**src/rtl/vmicro16_pkg.sv**
```systemverilog
// Shared vmicro16 definitions: APB bridge FSM encoding and default timeout.
package vmicro16_pkg;

  // Bridge FSM states, 2-bit encoding.
  typedef enum logic [1:0] {
    StIdle   = 2'd0,
    StSetup  = 2'd1,
    StAccess = 2'd2,
    StDone   = 2'd3
  } apb_state_e;

  // Default number of ACCESS wait cycles before a transfer is abandoned.
  localparam int unsigned ApbTimeoutDefault = 255;

endpackage

```
**src/rtl/apb_master_bridge.sv**
```systemverilog
// CPU-side request/ack port to APB master bridge. One transfer at a time:
// IDLE -> SETUP -> ACCESS (waits on PREADY, bounded by TIMEOUT) -> DONE.
// Every output is a register or a decode of the state register.
module apb_master_bridge
  import vmicro16_pkg::*;
#(
  parameter int unsigned BUS_WIDTH = 16,
  parameter int unsigned TIMEOUT   = ApbTimeoutDefault
) (
  input  logic                 clk,
  input  logic                 reset,
  // CPU side
  input  logic [BUS_WIDTH-1:0] S_MEM_ADDR,
  input  logic [BUS_WIDTH-1:0] S_MEM_IN,
  input  logic                 S_MEM_WE,
  input  logic                 S_REQ,
  output logic [BUS_WIDTH-1:0] S_MEM_OUT,
  output logic                 S_ACK,
  output logic                 S_ERR,
  output logic                 S_MEM_BUSY,
  // APB master side
  output logic [BUS_WIDTH-1:0] M_PADDR,
  output logic                 M_PWRITE,
  output logic                 M_PSELx,
  output logic                 M_PENABLE,
  output logic [BUS_WIDTH-1:0] M_PWDATA,
  input  logic [BUS_WIDTH-1:0] M_PRDATA,
  input  logic                 M_PREADY
);

  // Wait-cycle limit in the counter's own width.
  localparam logic [7:0] TimeoutCnt = 8'(TIMEOUT);

  apb_state_e           state_q, state_d;
  logic [BUS_WIDTH-1:0] paddr_q, paddr_d;
  logic [BUS_WIDTH-1:0] pwdata_q, pwdata_d;
  logic                 pwrite_q, pwrite_d;
  logic [BUS_WIDTH-1:0] rdata_q, rdata_d;
  logic                 err_q, err_d;
  logic [7:0]           wait_q, wait_d;

  // State register.
  always_ff @(posedge clk or posedge reset) begin
    if (reset) begin
      state_q <= StIdle;
    end else begin
      state_q <= state_d;
    end
  end

  // Transfer datapath registers: latched request, read data, error flag, wait counter.
  always_ff @(posedge clk or posedge reset) begin
    if (reset) begin
      paddr_q  <= '0;
      pwdata_q <= '0;
      pwrite_q <= 1'b0;
      rdata_q  <= '0;
      err_q    <= 1'b0;
      wait_q   <= '0;
    end else begin
      paddr_q  <= paddr_d;
      pwdata_q <= pwdata_d;
      pwrite_q <= pwrite_d;
      rdata_q  <= rdata_d;
      err_q    <= err_d;
      wait_q   <= wait_d;
    end
  end

  // Next-state and datapath update; PREADY only matters in ACCESS.
  always_comb begin
    state_d  = state_q;
    paddr_d  = paddr_q;
    pwdata_d = pwdata_q;
    pwrite_d = pwrite_q;
    rdata_d  = rdata_q;
    err_d    = err_q;
    wait_d   = wait_q;
    unique case (state_q)
      StIdle: begin
        if (S_REQ) begin
          paddr_d  = S_MEM_ADDR;
          pwdata_d = S_MEM_IN;
          pwrite_d = S_MEM_WE;
          err_d    = 1'b0;
          state_d  = StSetup;
        end
      end
      StSetup: begin
        wait_d  = '0;
        state_d = StAccess;
      end
      StAccess: begin
        if (M_PREADY) begin
          if (!pwrite_q) begin
            rdata_d = M_PRDATA;
          end
          state_d = StDone;
        end else if (wait_q == TimeoutCnt) begin
          // Slave never answered: report an error and return zero data.
          err_d   = 1'b1;
          rdata_d = '0;
          state_d = StDone;
        end else begin
          wait_d = wait_q + 8'd1;
        end
      end
      StDone: begin
        state_d = StIdle;
      end
      default: begin
        state_d = StIdle;
      end
    endcase
  end

  // Output decode from registered state only.
  always_comb begin
    M_PSELx    = (state_q == StSetup) || (state_q == StAccess);
    M_PENABLE  = (state_q == StAccess);
    S_ACK      = (state_q == StDone);
    S_ERR      = (state_q == StDone) && err_q;
    S_MEM_BUSY = (state_q != StIdle);
    M_PADDR    = paddr_q;
    M_PWDATA   = pwdata_q;
    M_PWRITE   = pwrite_q;
    S_MEM_OUT  = rdata_q;
  end

endmodule

```
**config.mk**
```make
export PLATFORM = sky130hd
export DESIGN_NAME = apb_master_bridge
export DESIGN_NICKNAME = d
export VERILOG_FILES = /design/src/rtl/vmicro16_pkg.sv /design/src/rtl/apb_master_bridge.sv
export SDC_FILE = /design/constraint.sdc
export NUM_CORES = 1
export LEC_CHECK = 0
export BUFFER_PORTS_ARGS = -buffer_cell sky130_fd_sc_hd__buf_2
export CAP_MARGIN = 20
export CORE_ASPECT_RATIO = 1.2
export CORE_MARGIN = 2
export CORE_UTILIZATION = 35
export DETAILED_ROUTE_END_ITERATION = 12
export HOLD_SLACK_MARGIN = 0.08
export SLEW_MARGIN = 0
export SYNTH_ARGS = -nofsm -noshare
export SYNTH_HDL_FRONTEND = slang
export SYNTH_SLANG_ARGS = --single-unit
```
**constraint.sdc**
```tcl
create_clock -name clk -period 1.7 [get_ports clk]
set_input_delay 0.085 -clock clk [delete_from_list [all_inputs] [get_ports clk]]
set_output_delay 0.085 -clock clk [all_outputs]
set_load 0.02 [all_outputs]
```
Word level (Yosys, flattened, before mapping)
Cells that the tools add are included.

Add/subtract/negate cells: 1. $mul: 0. Divide/modulo/power cells: 0. Magnitude comparators: 0. Equal/unequal tests: 10. Shifts and indexed selects: 0. Multiplexer cells: 14. Bitwise gates (word level): 0. Reductions and logical operators: 12.

Operators with widths (number): $mux W16 (3); $mux W8 (2); $pmux W8 S2 (1); $add A8 B1 Y8 const B (1); $eq A8 B8 Y1 const B (1); $ne A2 B2 Y1 const B (4); $pmux W2 S4 (1); $reduce_bool A2 Y1 (4); $mux W2 (3); $reduce_and A3 Y1 (2); $eq A2 B2 Y1 const B (2); $reduce_and A2 Y1 (2); $reduce_and A4 Y1 (1); $mux W1 (3); $ne A3 B1 Y1 const B (1); $eq A2 B1 Y1 const B (1); $logic_not A2 Y1 (1); $ne A2 B1 Y1 const B (1); $pmux W1 S2 (1); $logic_and A1 B1 Y1 (1); $logic_or A1 B1 Y1 (1).

Bits in registers: 60. Bits in latches: 0. RAM bits: 0. Bits in read-only memories: 0. Bits of input ports: 53. Output and inout bits: 54. Logic and storage cells: 44. Memories: 0.

Logic depth before layout (Yosys ltp)
Depth in word-level cells: 4. Gate-level depth with buffers: 7. Depth with buffers taken out: 6.

Worst setup path before layout
Ideal clock, no wire load.

Kind: register to register. Start: register state_q[0]. End: register state_q[1]. Setup time: 127 ps. Arrival time: 1618 ps. Data required time: 1573 ps. Path slack: -45 ps. Cell stages (with the launch flop): 8. Path buffers: 1. Clock period less this slack: 1745 ps. Cells stage by stage: dfrtp_1 > inv_1 > ha_1 > buf_2 > and2b_1 > o21ai_1 > nand2_1 > mux2_1.

Longest elaborated chain between the ends: 3. Elaborated cells on any way between the ends: 8. Classes of those cells: eq/ne (5); mux (1); reduce/logical (2).

RTL lines: start: declaration (RTL line apb_master_bridge.sv:34) `apb_state_e state_q, state_d;`; start signal: assignment (RTL line apb_master_bridge.sv:45) `state_q <= StIdle;`; start signal: assignment (RTL line apb_master_bridge.sv:47) `state_q <= state_d;`; $eq A2 B2 Y1 *; named net M_PENABLE (RTL line apb_master_bridge.sv:25) `output logic M_PENABLE,`; $ne A3 B1 Y1 (no source line); $reduce_and A2 Y1 (no source line).

Mark *: on every way through the listed nets, which the timed path passes. The rest lies on a longest branch. A chain may end at the register's enable or synchronous reset.

Worst setup path in the final report
Start: register wait_q[0]. End: register wait_q[4].

Longest elaborated chain between the ends: 4. Elaborated cells on any way between the ends: 7. Classes of those cells: add/sub (1); eq/ne (2); mux (3); reduce/logical (1).

RTL lines: start: declaration (RTL line apb_master_bridge.sv:40) `logic [7:0] wait_q, wait_d;`; start signal: assignment (RTL line apb_master_bridge.sv:66) `wait_q <= wait_d;`; $add A8 B1 Y8 (RTL line apb_master_bridge.sv:105) `wait_d = wait_q + 8'd1;`; $mux W8 (RTL line apb_master_bridge.sv:99) `end else if (wait_q == TimeoutCnt) begin`; $mux W8 (RTL line apb_master_bridge.sv:94) `if (M_PREADY) begin`; $pmux W8 S2 (RTL line apb_master_bridge.sv:79) `unique case (state_q)`.

Several ways; a longest one is shown, not always the timed one. The select of a mux whose other input is x is not followed.

==> reports/summary.txt <==
Status -> completed
Cell count after synthesis -> 180
Mapped cell area -> 0.00249 mm^2
Least-Margin Pin Slew -> 571 ps
Worst EP arrival -> 1870 ps
H-tree depth -> 3
CP Launch Type -> register
Top_reg_cell synth -> dfrtp_1
WP data required -> 1930 ps
Most common cell after layout, fill and taps aside -> buf_2
Crit Path Category -> register to register
Synth warn -> 0
Clk slew on worst S/H paths -> 70 ps
Drt pass-1 iters -> 4
Fin crit share -> 0.964
Drc violations -> 0
Largest net degree at the start of global routing -> 27
Clock Sinks -> 60
Vias in the first global route -> 2,061
I/O pin total -> 107
Worst R2R Start -> wait_q[0]
FILL cells -> 616
Commonest non-fill, non-tap cells in the layout -> buf_2 (106), dfrtp_1 (60), dlygate4sd3_1 (50)
MaxCap Viol Count -> 0
Buf/Inv on CP -> 3
Hpwl dp -> 4.02 mm
# rows -> 33
Post-route minimum period -> 1640 ps
Post-synthesis sequential area ratio -> 0.602
Routed WL -> 6.19 mm
DR iter-0 viols -> 53
Multi-input gate area -> 951 um^2
Synthesis-to-layout area growth -> 56.3%
Register Area -> 0.00150 mm^2
Achievable frequency -> 610 MHz
Global Route Usage Sum -> 0.168
Crit path largest cell delay -> 420 ps
Lkg Pwr -> 1.95 nW
Setup slack at placement -> 3.93 ps
PD cells -> 1730 mW/mm^2
Area of the core -> 0.00685 mm^2
Hold wc startpoint -> S_REQ
HP Class -> input pin to register
Die W -> 81.1 um
Vias per cell -> 4.76
Syn Area/Cell -> 13.9 um^2
Crit-path max FO -> 5
Initial Util -> 0.364
Routed WL per cell -> 14.1 um
Most frequent CP cell -> buf_4
Pins Over Slew Limit -> 0
Number of hold violations in the final report -> 0
CTS tree -> built
# nets final -> 407
Slowest stage cell on the critical path -> dfrtp_1
Post-route core utilization -> 0.569
Worst Clk Skew -> 7.62 ps
Antenna Nets Post-Route -> 0
Port Buf Inserts -> 106
Die height -> 96.5 um
Total congestion overflow -> 0
CP Cell Sequence -> ha_1 -> buf_4 -> nand4_1 -> o211ai_1 -> buf_4 -> buf_4 -> a22o_2
Final setup margin -> 61.9 ps
Worst setup path start -> wait_q[0]
Synth async-reset ratio -> 1.00
First-pass GRT wire length -> 9.58 mm
Total CTS buffers -> 9
Unrepaired setup endpoints after global routing -> no
Post-Syn Nets -> 239
Layout cell share with drive strength beyond 1 -> 0.497
Clock buffer depth -> 2
Relative slew slack -> 0.619
Clk_lat worst skew -> 330 ps
Register bit total from synthesis -> 60
Number of flops mapped to enable cells by yosys -> 0
Die footprint -> 0.00782 mm^2
Unique masters post-synth -> 34
Initial antenna violation count -> 0
Peak supply drop -> 0.000874 V
Setup tns final -> 0 ps
Final GP Congestion -> 0.794
CP top delay family -> buffers and inverters
Critical Path Sink Type -> register
Vias after detailed routing -> 2,088
Clock root cell -> clkbuf_8
ANT cells -> 0
Final setup vio count -> 0
==> tightest hold or removal path, cell delays in order <==
cell and delay, ps:
buf_2 80, nand2b_1 130, a21oi_1 70, nor2_1 90
==> final cells by class <==
cell class,instances,share of cell area
Tap cell,87,0.0279
Timing Repair Buffer,164,0.286
Sequential cell,60,0.385
Clock inverter,1,0.00770
Clock buffer,14,0.0443
Multi-Input combinational cell,108,0.244
Inverter,5,0.00481
==> cell families after synthesis <==
family	synth area share
xor gates and xnor gates	0.00351
DFF	0.602
and+or+nand+nor	0.0713
muxes	0.158
AOI/OAI and AO/OA	0.110
adders and majority gates	0.0301
buffers and inverters	0.0251
==> metrics by stage <==
step	hold WS, ps	power, mW	cells	instance area, um^2
global placement	190	5.20	372	3160
global route	183	7.17	439	3900
CTS	149	6.73	437	3860
floorplan	225	4.31	180	2500
detailed placement	195	5.27	372	3160
finish	172	6.73	439	3900
==> synth_stat cells (all sizes together) (3+ instances only) <==
library cell,number,area [um^2]
a22o,18,166
nand2,8,30.0
buf,6,38.8
a21oi,6,30.0
inv,5,18.8
dfrtp,60,1500
ha,6,75.1
nand4,3,33.8
mux2,34,383
nand3,4,20.0
o21ai,8,43.8
==> metal layers <==
layer / vias up / routed length (um) / track usage
li1: 990 / - / -
met4: 0 / 129 / 0.0918
met2: 76 / 3200 / 0.290
met3: 10 / 351 / 0.0446
met5: - / 0 / 0
met1: 1012 / 2510 / 0.188
==> power by group <==
group,switching [mW],internal [mW]
clock,0.529,0.791
sequential,0.331,2.05
combinational,1.68,1.35
==> registers in the layout, indices dropped and copies added (netlist names) <==
signal,flops
wait_q,8
M_PWDATA,16
S_MEM_OUT,16
M_PWRITE,1
state_q,2
M_PADDR,16
err_q,1
==> what timing repair did <==
item / 4_1_cts / 5_1_grt
gates resized for setup: 0 / 4
pin swaps: 0 / 1
buffers inserted: 0 / 2
endpoints found under the setup margin: 4 / 25
endpoints found under the hold margin: 73 / 0
hold buffers: 50 / 0
==> path summary, 6_finish.rpt <==
path | to | slack [ps] | cells past startpoint
worst max register to register | wait_q[4] | 60 | 7
max in group asynchronous | M_PWDATA[5] | 730 | 4
worst min-delay path | err_q | 170 | 4
min in group asynchronous | S_MEM_OUT[5] | 390 | 3
worst min register to register | S_MEM_OUT[0] | 500 | 1
worst max-delay path | wait_q[4] | 60 | 7
Power figures use the tool's default switching activity.
